$ cat src/rtl/alu_multicycle_if.sv
// rtl/alu_multicycle_if.sv - request/response bundle between the EX-stage control and alu_multicycle
interface alu_multicycle_if #(
  parameter int DATA_WIDTH = 32
);
  logic                  ALU_start;
  logic [3:0]            ALU_control;
  logic [DATA_WIDTH-1:0] ALU_operand_1;
  logic [DATA_WIDTH-1:0] ALU_operand_2;
  logic [DATA_WIDTH-1:0] ALU_result;
  logic [DATA_WIDTH-1:0] ALU_result_hi;
  logic [7:0]            ALU_status;
  logic                  ALU_busy;
  logic                  ALU_done;

  modport master (
    output ALU_start, ALU_control, ALU_operand_1, ALU_operand_2,
    input  ALU_result, ALU_result_hi, ALU_status, ALU_busy, ALU_done
  );

  modport slave (
    input  ALU_start, ALU_control, ALU_operand_1, ALU_operand_2,
    output ALU_result, ALU_result_hi, ALU_status, ALU_busy, ALU_done
  );
endinterface

$ cat src/rtl/alu_multicycle.sv
// rtl/alu_multicycle.sv - registered ALU with iterative shift-add multiply and restoring divide
// Optional ALU_SIGNED_MULDIV_EN adds signed multiply (op 11) and signed divide (op 12).
module alu_multicycle #(
  parameter int DATA_WIDTH = 32,
  parameter int CNT_WIDTH  = 6
) (
  input logic             clk,
  input logic             rst,
  alu_multicycle_if.slave alu_if
);
  localparam int W = DATA_WIDTH;
  localparam logic [1:0] ST_IDLE = 2'd0;
  localparam logic [1:0] ST_ITER = 2'd1;
  localparam logic [1:0] ST_DONE = 2'd2;

  logic [1:0]           state_q, state_d;
  logic [CNT_WIDTH-1:0] cnt_q, cnt_d;
  logic [W-1:0]         res_q, res_d, res_hi_q, res_hi_d;
  logic [7:0]           status_q, status_d;
  logic [W-1:0]         acc_hi_q, acc_hi_d, acc_lo_q, acc_lo_d, opnd_q, opnd_d;
  logic                 is_div_q, is_div_d;

  logic [3:0]   ctl;
  logic [W-1:0] op_a, op_b, mag_a, mag_b;
  logic         op_mul, op_div, mm_ovf;
  logic [W:0]   add_sum, sub_dif, mul_sum, rem_sh, rem_diff;
  logic [W-1:0] sc_res, sc_hi, it_hi, it_lo, fin_hi, fin_lo;
  logic         sc_carry, sc_ovf, sc_div0, sc_ill;

  assign ctl  = alu_if.ALU_control;
  assign op_a = alu_if.ALU_operand_1;
  assign op_b = alu_if.ALU_operand_2;

`ifdef ALU_SIGNED_MULDIV_EN
  logic op_signed;
  logic neg_res_q, neg_res_d, neg_rem_q, neg_rem_d, mm_ovf_q, mm_ovf_d;
  assign mag_a  = (op_signed && op_a[W-1]) ? -op_a : op_a;
  assign mag_b  = (op_signed && op_b[W-1]) ? -op_b : op_b;
  assign mm_ovf = mm_ovf_q;
`else
  assign mag_a  = op_a;
  assign mag_b  = op_b;
  assign mm_ovf = 1'b0;
`endif

  always_comb begin
    op_mul = (ctl == 4'd9);
    op_div = (ctl == 4'd10);
`ifdef ALU_SIGNED_MULDIV_EN
    op_signed = 1'b0;
    if (ctl == 4'd11) begin op_mul = 1'b1; op_signed = 1'b1; end
    if (ctl == 4'd12) begin op_div = 1'b1; op_signed = 1'b1; end
`endif
  end

  // Single-cycle results; a divide only lands here when the divisor is zero.
  always_comb begin
    sc_res   = '0;
    sc_hi    = '0;
    sc_carry = 1'b0;
    sc_ovf   = 1'b0;
    sc_div0  = 1'b0;
    sc_ill   = 1'b0;
    add_sum  = {1'b0, op_a} + {1'b0, op_b};
    sub_dif  = {1'b0, op_a} + {1'b0, ~op_b} + (W+1)'(1);
    case (ctl)
      4'd0: sc_res = op_a & op_b;
      4'd1: sc_res = op_a | op_b;
      4'd2: begin
        sc_res   = add_sum[W-1:0];
        sc_carry = add_sum[W];
        sc_ovf   = (op_a[W-1] == op_b[W-1]) && (add_sum[W-1] != op_a[W-1]);
      end
      4'd3: sc_res = op_a ^ op_b;
      4'd4: sc_res = {{(W-1){1'b0}}, op_a == op_b};
      4'd5: sc_res = ~(op_a | op_b);
      4'd6: begin
        sc_res   = sub_dif[W-1:0];
        sc_carry = sub_dif[W];
        sc_ovf   = (op_a[W-1] != op_b[W-1]) && (sub_dif[W-1] != op_a[W-1]);
      end
      4'd7: sc_res = {{(W-1){1'b0}}, $signed(op_a) < $signed(op_b)};
      4'd8: sc_res = {{(W-1){1'b0}}, op_a < op_b};
      default: begin
        if (op_div) begin
          sc_res  = '1;
          sc_hi   = op_a;
          sc_div0 = 1'b1;
        end else begin
          sc_ill  = 1'b1;
        end
      end
    endcase
  end

  // One iteration: acc_lo holds multiplier / dividend-quotient, acc_hi the partial product / remainder.
  always_comb begin
    mul_sum  = {1'b0, acc_hi_q} + (acc_lo_q[0] ? {1'b0, opnd_q} : '0);
    rem_sh   = {acc_hi_q, acc_lo_q[W-1]};
    rem_diff = rem_sh - {1'b0, opnd_q};
    if (is_div_q) begin
      it_hi = rem_diff[W] ? rem_sh[W-1:0] : rem_diff[W-1:0];
      it_lo = {acc_lo_q[W-2:0], ~rem_diff[W]};
    end else begin
      it_hi = mul_sum[W:1];
      it_lo = {mul_sum[0], acc_lo_q[W-1:1]};
    end
    fin_hi = it_hi;
    fin_lo = it_lo;
`ifdef ALU_SIGNED_MULDIV_EN
    if (neg_res_q) begin
      if (is_div_q) fin_lo = -it_lo;
      else          {fin_hi, fin_lo} = -{it_hi, it_lo};
    end
    if (is_div_q && neg_rem_q) fin_hi = -it_hi;
`endif
  end

  always_comb begin
    state_d  = state_q;
    cnt_d    = cnt_q;
    res_d    = res_q;
    res_hi_d = res_hi_q;
    status_d = status_q;
    acc_hi_d = acc_hi_q;
    acc_lo_d = acc_lo_q;
    opnd_d   = opnd_q;
    is_div_d = is_div_q;
`ifdef ALU_SIGNED_MULDIV_EN
    neg_res_d = neg_res_q;
    neg_rem_d = neg_rem_q;
    mm_ovf_d  = mm_ovf_q;
`endif
    case (state_q)
      ST_IDLE: begin
        if (alu_if.ALU_start) begin
          if (op_mul || (op_div && (op_b != '0))) begin
            state_d  = ST_ITER;
            cnt_d    = '0;
            is_div_d = op_div;
            acc_hi_d = '0;
            acc_lo_d = mag_a;
            opnd_d   = mag_b;
`ifdef ALU_SIGNED_MULDIV_EN
            neg_res_d = op_signed && (op_a[W-1] ^ op_b[W-1]);
            neg_rem_d = op_signed && op_a[W-1];
            mm_ovf_d  = op_signed && op_div && (op_a == {1'b1, {(W-1){1'b0}}}) && (op_b == '1);
`endif
          end else begin
            state_d  = ST_DONE;
            res_d    = sc_res;
            res_hi_d = sc_hi;
            status_d = {~|sc_res, sc_res[W-1], sc_carry, sc_ovf, sc_div0, sc_ill, 2'b00};
          end
        end
      end
      ST_ITER: begin
        acc_hi_d = it_hi;
        acc_lo_d = it_lo;
        cnt_d    = cnt_q + CNT_WIDTH'(1);
        if (cnt_q == CNT_WIDTH'(W-1)) begin
          state_d  = ST_DONE;
          cnt_d    = '0;
          res_d    = fin_lo;
          res_hi_d = fin_hi;
          status_d = {~|fin_lo, fin_lo[W-1], 1'b0, mm_ovf, 4'b0000};
        end
      end
      default: state_d = ST_IDLE;
    endcase
  end

  always_ff @(posedge clk or posedge rst) begin
    if (rst) begin
      state_q  <= ST_IDLE;
      cnt_q    <= '0;
      res_q    <= '0;
      res_hi_q <= '0;
      status_q <= '0;
      acc_hi_q <= '0;
      acc_lo_q <= '0;
      opnd_q   <= '0;
      is_div_q <= 1'b0;
`ifdef ALU_SIGNED_MULDIV_EN
      neg_res_q <= 1'b0;
      neg_rem_q <= 1'b0;
      mm_ovf_q  <= 1'b0;
`endif
    end else begin
      state_q  <= state_d;
      cnt_q    <= cnt_d;
      res_q    <= res_d;
      res_hi_q <= res_hi_d;
      status_q <= status_d;
      acc_hi_q <= acc_hi_d;
      acc_lo_q <= acc_lo_d;
      opnd_q   <= opnd_d;
      is_div_q <= is_div_d;
`ifdef ALU_SIGNED_MULDIV_EN
      neg_res_q <= neg_res_d;
      neg_rem_q <= neg_rem_d;
      mm_ovf_q  <= mm_ovf_d;
`endif
    end
  end

  assign alu_if.ALU_result    = res_q;
  assign alu_if.ALU_result_hi = res_hi_q;
  assign alu_if.ALU_status    = status_q;
  assign alu_if.ALU_busy      = (state_q != ST_IDLE);
  assign alu_if.ALU_done      = (state_q == ST_DONE);
endmodule

$ cat src/flat_wrapper.sv
// flat-port wrapper written by rule: the top's interface ports become plain ports
module alu_multicycle_flat 
#(
  parameter int DATA_WIDTH = 32,
  parameter int CNT_WIDTH  = 6
)
  (clk, rst, alu_if_ALU_start, alu_if_ALU_control, alu_if_ALU_operand_1, alu_if_ALU_operand_2, alu_if_ALU_result, alu_if_ALU_result_hi, alu_if_ALU_status, alu_if_ALU_busy, alu_if_ALU_done);
  alu_multicycle_if #(.DATA_WIDTH(DATA_WIDTH)) alu_if_i ();
  input logic clk;
  input logic rst;
  input wire logic [$bits(alu_if_i.ALU_start)-1:0] alu_if_ALU_start;
  input wire logic [$bits(alu_if_i.ALU_control)-1:0] alu_if_ALU_control;
  input wire logic [$bits(alu_if_i.ALU_operand_1)-1:0] alu_if_ALU_operand_1;
  input wire logic [$bits(alu_if_i.ALU_operand_2)-1:0] alu_if_ALU_operand_2;
  output wire logic [$bits(alu_if_i.ALU_result)-1:0] alu_if_ALU_result;
  output wire logic [$bits(alu_if_i.ALU_result_hi)-1:0] alu_if_ALU_result_hi;
  output wire logic [$bits(alu_if_i.ALU_status)-1:0] alu_if_ALU_status;
  output wire logic [$bits(alu_if_i.ALU_busy)-1:0] alu_if_ALU_busy;
  output wire logic [$bits(alu_if_i.ALU_done)-1:0] alu_if_ALU_done;
  assign alu_if_i.ALU_start = alu_if_ALU_start;
  assign alu_if_i.ALU_control = alu_if_ALU_control;
  assign alu_if_i.ALU_operand_1 = alu_if_ALU_operand_1;
  assign alu_if_i.ALU_operand_2 = alu_if_ALU_operand_2;
  assign alu_if_ALU_result = alu_if_i.ALU_result;
  assign alu_if_ALU_result_hi = alu_if_i.ALU_result_hi;
  assign alu_if_ALU_status = alu_if_i.ALU_status;
  assign alu_if_ALU_busy = alu_if_i.ALU_busy;
  assign alu_if_ALU_done = alu_if_i.ALU_done;
  alu_multicycle #(.DATA_WIDTH(DATA_WIDTH), .CNT_WIDTH(CNT_WIDTH)) u_core (.clk(clk), .rst(rst), .alu_if(alu_if_i));
endmodule
$ cat config.mk
export PLATFORM = sky130hd
export DESIGN_NAME = alu_multicycle_flat
export DESIGN_NICKNAME = d
export VERILOG_FILES = /design/src/rtl/alu_multicycle_if.sv /design/src/rtl/alu_multicycle.sv /design/src/flat_wrapper.sv
export SDC_FILE = /design/constraint.sdc
export NUM_CORES = 1
export LEC_CHECK = 0
export CELL_PAD_IN_SITES_DETAIL_PLACEMENT = 1
export CELL_PAD_IN_SITES_GLOBAL_PLACEMENT = 1
export CORE_MARGIN = 2
export CORE_UTILIZATION = 48
export DETAILED_ROUTE_END_ITERATION = 7
export MAX_ROUTING_LAYER = met4
export PLACE_DENSITY_LB_ADDON = 0.05
export REMOVE_ABC_BUFFERS = 1
export SLEW_MARGIN = 15
export SYNTH_ARGS = -nofsm -noshare
export SYNTH_HDL_FRONTEND = slang
export SYNTH_SLANG_ARGS = --single-unit
export TNS_END_PERCENT = 5
$ cat constraint.sdc
create_clock -name clk -period 14.52 [get_ports clk]
set_input_delay 1.452 -clock clk [delete_from_list [all_inputs] [get_ports clk]]
set_output_delay 1.452 -clock clk [all_outputs]
set_load 0.05 [all_outputs]
==> flow_summary.toml, run 1 <==
[routing]
vias = 19170
drtAntennaViolNets = 0
vias_per_cell = 6.680
routedWlPerCell_um = 26.54
drt_iter0_markers = 1603
wl_um = 76130
drc_errors = 0
dr.pass1.iters = 6

[clocking]
post_cts_buffers = 0
clk_pin_slew_worst_paths_ns = 0.07
clock_latency_ns = 0.45
cts-root-buf = "clkbuf_16"
cts_tree = "yes"
cts-hold-fix-buffers = 0
cts_sinks = 174
cts_inserted_buffers = 17
clk_path_buf_depth = 2
cts_max_level = 4
post_cts_resized = 0

[pwr]
p_leak_nw = 8.946
power.density_nw_per_um2 = 177.8
ir_worst_vdd_mv = 0.2825

[sta]
fin_crit_ns = 6.289
report.final.slew_viol_count = 0
finalSetupTns_ns = 0
grt_setup_unrepaired = "no"
clock_skew_ns = 0.01290
setup_viol = 0
tightestPinTransition_ns = 1.192
period_share = 0.4331
slew_headroom = 0.2027
hold_viol_final = 0
max_freq_mhz = 159.0

[layout]
area_delta_synth_final_pct = 13.13
drive_above_1_share = 0.04919
layout_commonest_cell = "nand2_1"
nets = 2631
fill_cells = 4527
fin_area_um2 = 20130
final_cell_mix = "nand2_1 (241), nor2_1 (204), a21oi_1 (197), o21ai_0 (173), dfrtp_1 (173)"

[placement]
gp_congestion = 1.031
portBuffers = 142
detailed_place_hpwl_um = 58410
placed_area_um2 = 19530

[logic_synthesis]
post_synth_instance_area_um2 = 17800
netlist_instances = 2323
synth_edf_count = 0
async_flop_share = 1.000
yosys_warnings = 0
ys.flop_type = "dfrtp_1"
synth_area_leaders = "dfrtp_1 (24%), ha_1 (12%), a21oi_1 (5.5%), nand2_1 (5.1%), o21ai_0 (4.9%)"
yosysTopAreaCellShare = 0.2447
ys_seq_area_frac = 0.2447
synth_seq_cells = 174
yosysUniqueCellTypes = 98
avgSynthCellArea_um2 = 7.661
yosys.area.top_type = "dfrtp_1"

[floorplanning]
die-width_um = 196.5
die_h_um = 196.5
initial_core_util = 0.4873
fp-row-count = 70
die-area_um2 = 38630
core_area_um2 = 36520
ios = 145

[worst_setup_path]
cp_num_buf_inv = 3
max_stage_delay_ns = 0.77
cp_common_cell = "or4_1"
cp_cell_sequence = "clkdlybuf4s50_1 > buf_4 > nor2b_1 > a2111oi_0 > o21a_1 > nor2_4 > inv_2 > and4_1 > and4b_1 > nand4_1 > or4_1 > or4_1 > nor4b_2 > a221o_1"
cp_data_required_time_ns = 14.90
cp-start-kind = "input port"
worstPathArrival_ns = 6.67
r2r_setup_slack_ns = 9.29
critPathCaptureType = "flip-flop"
path_delay_family = "simple AND/OR/NAND/NOR gates"
cp_max_fo = 56
cp_slowest_cell = "inv_2"
worstSetupPathType = "in2reg"

[grt]
first_global_vias = 19300
grt_pass1_wl_um = 116000
grt_max_degree = 104
grt_antenna_before_repair = 3
overflow = 0
grt_use_total = 0.4030

[job]
cap_violations = 0

[hold_path]
min-delay-path-class = "reg2reg"

[run_status]
status = "complete, no violations"
-- worst reg2reg max path, stage by stage, from the launching register on --
cell and delay, ns:
dfrtp_1 0.43, inv_1 0.18, ha_1 0.23, inv_1 0.07, fa_1 0.44, a211oi_1 0.38, o21ai_0 0.24, a2111o_1 0.51
a31o_2 0.32, a31oi_1 0.42, o2111ai_1 0.22, nand3_2 0.09, buf_4 0.51, nand2_1 0.33, o21ai_0 0.31, nor3_1 0.14
a221o_1 0.29
-- final timing paths --
path                                        startpoint                      endpoint  cells past startpoint
max                              alu_if_ALU_control[1]   u_core.alu_if.ALU_status[7]                     14
min                        u_core.alu_if.ALU_result[1]   u_core.alu_if.ALU_result[1]                      1
max reg2reg                        u_core.acc_lo_q[31]   u_core.alu_if.ALU_status[7]                     16
min reg2reg                u_core.alu_if.ALU_result[1]   u_core.alu_if.ALU_result[1]                      1
max in group asynchronous                          rst  u_core.alu_if.ALU_result[22]                      3
min in group asynchronous                          rst              u_core.opnd_q[9]                      2
-- per-stage QoR --
| step | total power [mW] | hold WS [ns] | worst slack [ns] | std cells | utilization |
|---|---|---|---|---|---|
| after detailed placement | 3.036 | 0.4811 | 7.884 | 2835 | 0.5347 |
| final | 3.580 | 0.5140 | 8.231 | 2869 | 0.5512 |
| after global routing | 3.797 | 0.5433 | 7.994 | 2869 | 0.5512 |
| after global placement | 2.951 | 0.4770 | 7.972 | 2835 | 0.5347 |
| after CTS | 3.542 | 0.4967 | 8.255 | 2867 | 0.5511 |
| after floorplan | 2.353 | 0.4846 | 4.729 | 2195 | - |
-- layer usage --
metal  up-vias  global-route usage  wire [um]
li1       8501                   -          -
met1      9618              0.5156      31850
met2       849              0.6397      35280
met3       197             0.05698       5573
met4         0              0.1731       3419
met5         -                   -          0
-- synth_stat cells, types with 17 or more instances --
| master | count |
|---|---|
| buf_2 | 24 |
| xnor2_1 | 45 |
| nor4_1 | 19 |
| nand2b_1 | 33 |
| a31oi_1 | 33 |
| nor2_1 | 207 |
| clkbuf_1 | 85 |
| dfrtp_1 | 174 |
| nor3_1 | 43 |
| a211oi_1 | 54 |
| o21ai_0 | 173 |
| xor2_1 | 17 |
| mux2i_1 | 63 |
| o21bai_1 | 20 |
| and2_1 | 42 |
| nor2b_1 | 47 |
| a22oi_1 | 21 |
| nand3_1 | 60 |
| nand4_1 | 33 |
| a21oi_1 | 197 |
| ha_1 | 170 |
| a21o_1 | 45 |
| o211ai_1 | 24 |
| nand2_1 | 241 |
| o31ai_1 | 21 |
| inv_1 | 151 |
-- report_power, final --
part           total [mW]  switching, mW  internal (mW)
logic                2.23           1.39          0.836
clock network       0.488          0.207          0.281
registers           0.862          0.194          0.668
-- cell families (layout without fill, tap and decap cells) --
logic type | after synthesis | count (layout) | synth area share
mux | 80 | 80 | 0.04683
simple gates | 789 | 789 | 0.2118
other cells | 1 | 4 | 0.0002107
fa+ha+maj | 174 | 174 | 0.1240
flops | 174 | 174 | 0.2447
xor+xnor | 62 | 62 | 0.03051
compound gates | 760 | 760 | 0.2782
buf+inv | 283 | 358 | 0.06370
-- cell type report --
cell class | count | area (um^2) | area share
Sequential cell | 174 | 4355 | 0.2163
Clock inverter | 9 | 131.4 | 0.006526
Multi-Input combinational cell | 1867 | 12360 | 0.6142
Timing Repair Buffer | 172 | 1637 | 0.08129
Antenna cell | 2 | 5.005 | 0.0002486
Inverter | 154 | 585.6 | 0.02909
Tap cell | 468 | 585.6 | 0.02909
Clock buffer | 23 | 467.9 | 0.02324
-- sequential cells by signal, indices dropped and copies added (netlist names) --
name,flops
u_core.state_q,2
u_core.cnt_q,6
u_core.alu_if.ALU_result_hi,32
u_core.opnd_q,32
u_core.acc_lo_q,32
u_core.alu_if.ALU_status,6
u_core.acc_hi_q,32
u_core.alu_if.ALU_result,31
u_core.is_div_q,1
Power figures use the tool's default switching activity.
==> run 2, diff against run 1 <==
--- a/config.mk
+++ b/config.mk
@@ -8,7 +8,7 @@
 export CELL_PAD_IN_SITES_DETAIL_PLACEMENT = 1
 export CELL_PAD_IN_SITES_GLOBAL_PLACEMENT = 1
 export CORE_MARGIN = 2
-export CORE_UTILIZATION = 48
+export CORE_UTILIZATION = 45
 export DETAILED_ROUTE_END_ITERATION = 7
 export MAX_ROUTING_LAYER = met4
 export PLACE_DENSITY_LB_ADDON = 0.05
==> constraint.sdc (replaced) <==
create_clock -name clk -period 6.5 [get_ports clk]
set_input_delay 0.65 -clock clk [delete_from_list [all_inputs] [get_ports clk]]
set_output_delay 0.65 -clock clk [all_outputs]
set_load 0.05 [all_outputs]
==> run 2 against run 1 <==
  * Sequential share of layout area is 0.23 points lower
  * Worst hold slack lost 0.0063 ns
  * Combinational power increased by 120%
  * Non-clock buffer count increased by 19
  * Sequential power grew 120%
  * Cell area grew 1.1%
  * Critical endpoint unchanged
  * Largest power group unchanged
  * Critical path depth is 1 higher
  * Via count is 1.3% lower
  * Clock power rose by 120%
  * Global-route usage is 1.2 points lower
  * First-iteration DRC count down 3.2%
  * Flip-flop and latch count stayed put
==> flow_summary.toml, run 2 (same netlist as run 1, synthesis figures left out) <==
[grt]
grt_antenna_before_repair = 0
overflow = 0
grt_use_total = 0.3909
grt_max_degree = 125
first_global_vias = 19580
grt_pass1_wl_um = 119500

[floorplanning]
core_area_um2 = 38830
ios = 145
die-area_um2 = 41150
die_h_um = 202.9
die-width_um = 202.9
fp-row-count = 72
initial_core_util = 0.4583

[clocking]
post_cts_resized = 0
cts-hold-fix-buffers = 0
cts_sinks = 174
clk_path_buf_depth = 2
cts_inserted_buffers = 17
cts_max_level = 4
clk_pin_slew_worst_paths_ns = 0.07
cts-root-buf = "clkbuf_16"
clock_latency_ns = 0.47
post_cts_buffers = 0
cts_tree = "yes"

[pwr]
p_leak_nw = 9.040
total_power_mw = 8.002
p_clk_frac = 0.136
switching_share = 0.4998
ir_worst_vdd_mv = 0.6868
power.density_nw_per_um2 = 393.2
p_sw_mw = 3.999
pwr-share-comb = 0.625
p_int_mw = 4.002
seq_power_share = 0.239

[layout]
diodes = 0
fin_area_um2 = 20350
layout_commonest_cell = "nand2_1"
drive_above_1_share = 0.05749
nets = 2650
post-route-util = 0.5241
final_cell_mix = "nand2_1 (241), nor2_1 (204), a21oi_1 (197), o21ai_0 (173), dfrtp_1 (173)"
area_delta_synth_final_pct = 14.35
instances_no_fill = 2936

[worst_setup_path]
max_stage_delay_ns = 0.78
rr_worst_depth = 16
worstSetupEndpoint = "u_core.alu_if.ALU_status[7]"
path_delay_family = "compound AO/OA/AOI/OAI gates"
crit_cells = 15
reg2reg_from = "u_core.acc_lo_q[31]"
cp-start-kind = "input port"
setup.worst_path.start = "alu_if_ALU_operand_2[13]"
cp_num_buf_inv = 2
cp_slowest_cell = "a211oi_1"
critPathCaptureType = "flip-flop"
r2r_setup_slack_ns = 1.39
cp_cell_sequence = "clkdlybuf4s50_1 > inv_1 > ha_1 > nor2b_1 > or4_1 > o21a_1 > a221oi_2 > o21bai_1 > a211oi_1 > nor2_1 > o31ai_1 > and4_1 > a41oi_1 > nor4b_2 > a221o_1"
cp_data_required_time_ns = 6.90
cp_max_fo = 11
worstPathArrival_ns = 5.71
worstSetupPathType = "in2reg"
r2r-end = "u_core.alu_if.ALU_status[7]"

[sta]
period_share = 0.8174
fin_ws_ns = 1.187
report.final.slew_viol_count = 0
tightestPinTransition_ns = 1.156
max_freq_mhz = 188.2
hold_ws_ns = 0.5078
finalSetupTns_ns = 0
slew_headroom = 0.2188
setup_viol = 0
clock_skew_ns = 0.01184
hold_viol_final = 0
grt_setup_unrepaired = "no"
fin_crit_ns = 5.313

[routing]
routedWlPerCell_um = 26.64
drt_iter0_markers = 1552
vias_per_cell = 6.440
drtAntennaViolNets = 0
vias = 18910
dr.pass1.iters = 5
drc_errors = 0
wl_um = 78220

[job]
cap_violations = 0

[hold_path]
min-delay-path-class = "reg2reg"

[placement]
detailed_place_hpwl_um = 60670
gp_congestion = 1.040
portBuffers = 142
pre_cts_slack_ns = 0.8647
dp_cells = 2904
placed_area_um2 = 19740

[run_status]
status = "complete, no violations"
-- run 2: per-layer routing --
layer | GRT usage | wire length (um) | vias to the layer above | part of all wire
met3 | 0.04061 | 4805 | 186 | 0.061
li1 | - | - | 8517 | -
met2 | 0.6087 | 35800 | 715 | 0.46
met4 | 0.1715 | 3476 | 0 | 0.044
met5 | - | 0 | - | 0
met1 | 0.5162 | 34150 | 9489 | 0.44
-- run 2: cell type report --
cell class,count,area [um^2]
clock buffers,22,474.2
inverters,154,585.6
clock inverters,10,136.4
fillers,4826,18480
well taps,518,648.1
flip-flops and latches,174,4355
repair buffers,191,1779
multi-input cells,1867,12370
-- run 2: power groups by stage --
stage               sequential, mW  clock [mW]  combinational [mW]
floorplan                     2.27           0                2.99
global placement              1.88           0                4.74
detailed placement            1.90           0                4.89
CTS                           1.89        1.10                4.94
global route                  1.95        1.13                5.41
finish                        1.91        1.09                5.00
-- run 2: how the worst min path moves through the flow --
stage / from / to / slack, ns / depth (start not counted)
3_5_place_dp: u_core.alu_if.ALU_result[1] / u_core.alu_if.ALU_result[1] / 0.49 / 1
3_3_place_gp: u_core.alu_if.ALU_result[29] / u_core.alu_if.ALU_result[29] / 0.48 / 2
4_1_cts: u_core.alu_if.ALU_result[1] / u_core.alu_if.ALU_result[1] / 0.50 / 1
6_report: u_core.alu_if.ALU_result[1] / u_core.alu_if.ALU_result[1] / 0.51 / 1
2_1_floorplan: u_core.cnt_q[5] / u_core.cnt_q[5] / 0.48 / 2
5_1_grt: u_core.alu_if.ALU_result[1] / u_core.alu_if.ALU_result[1] / 0.52 / 1
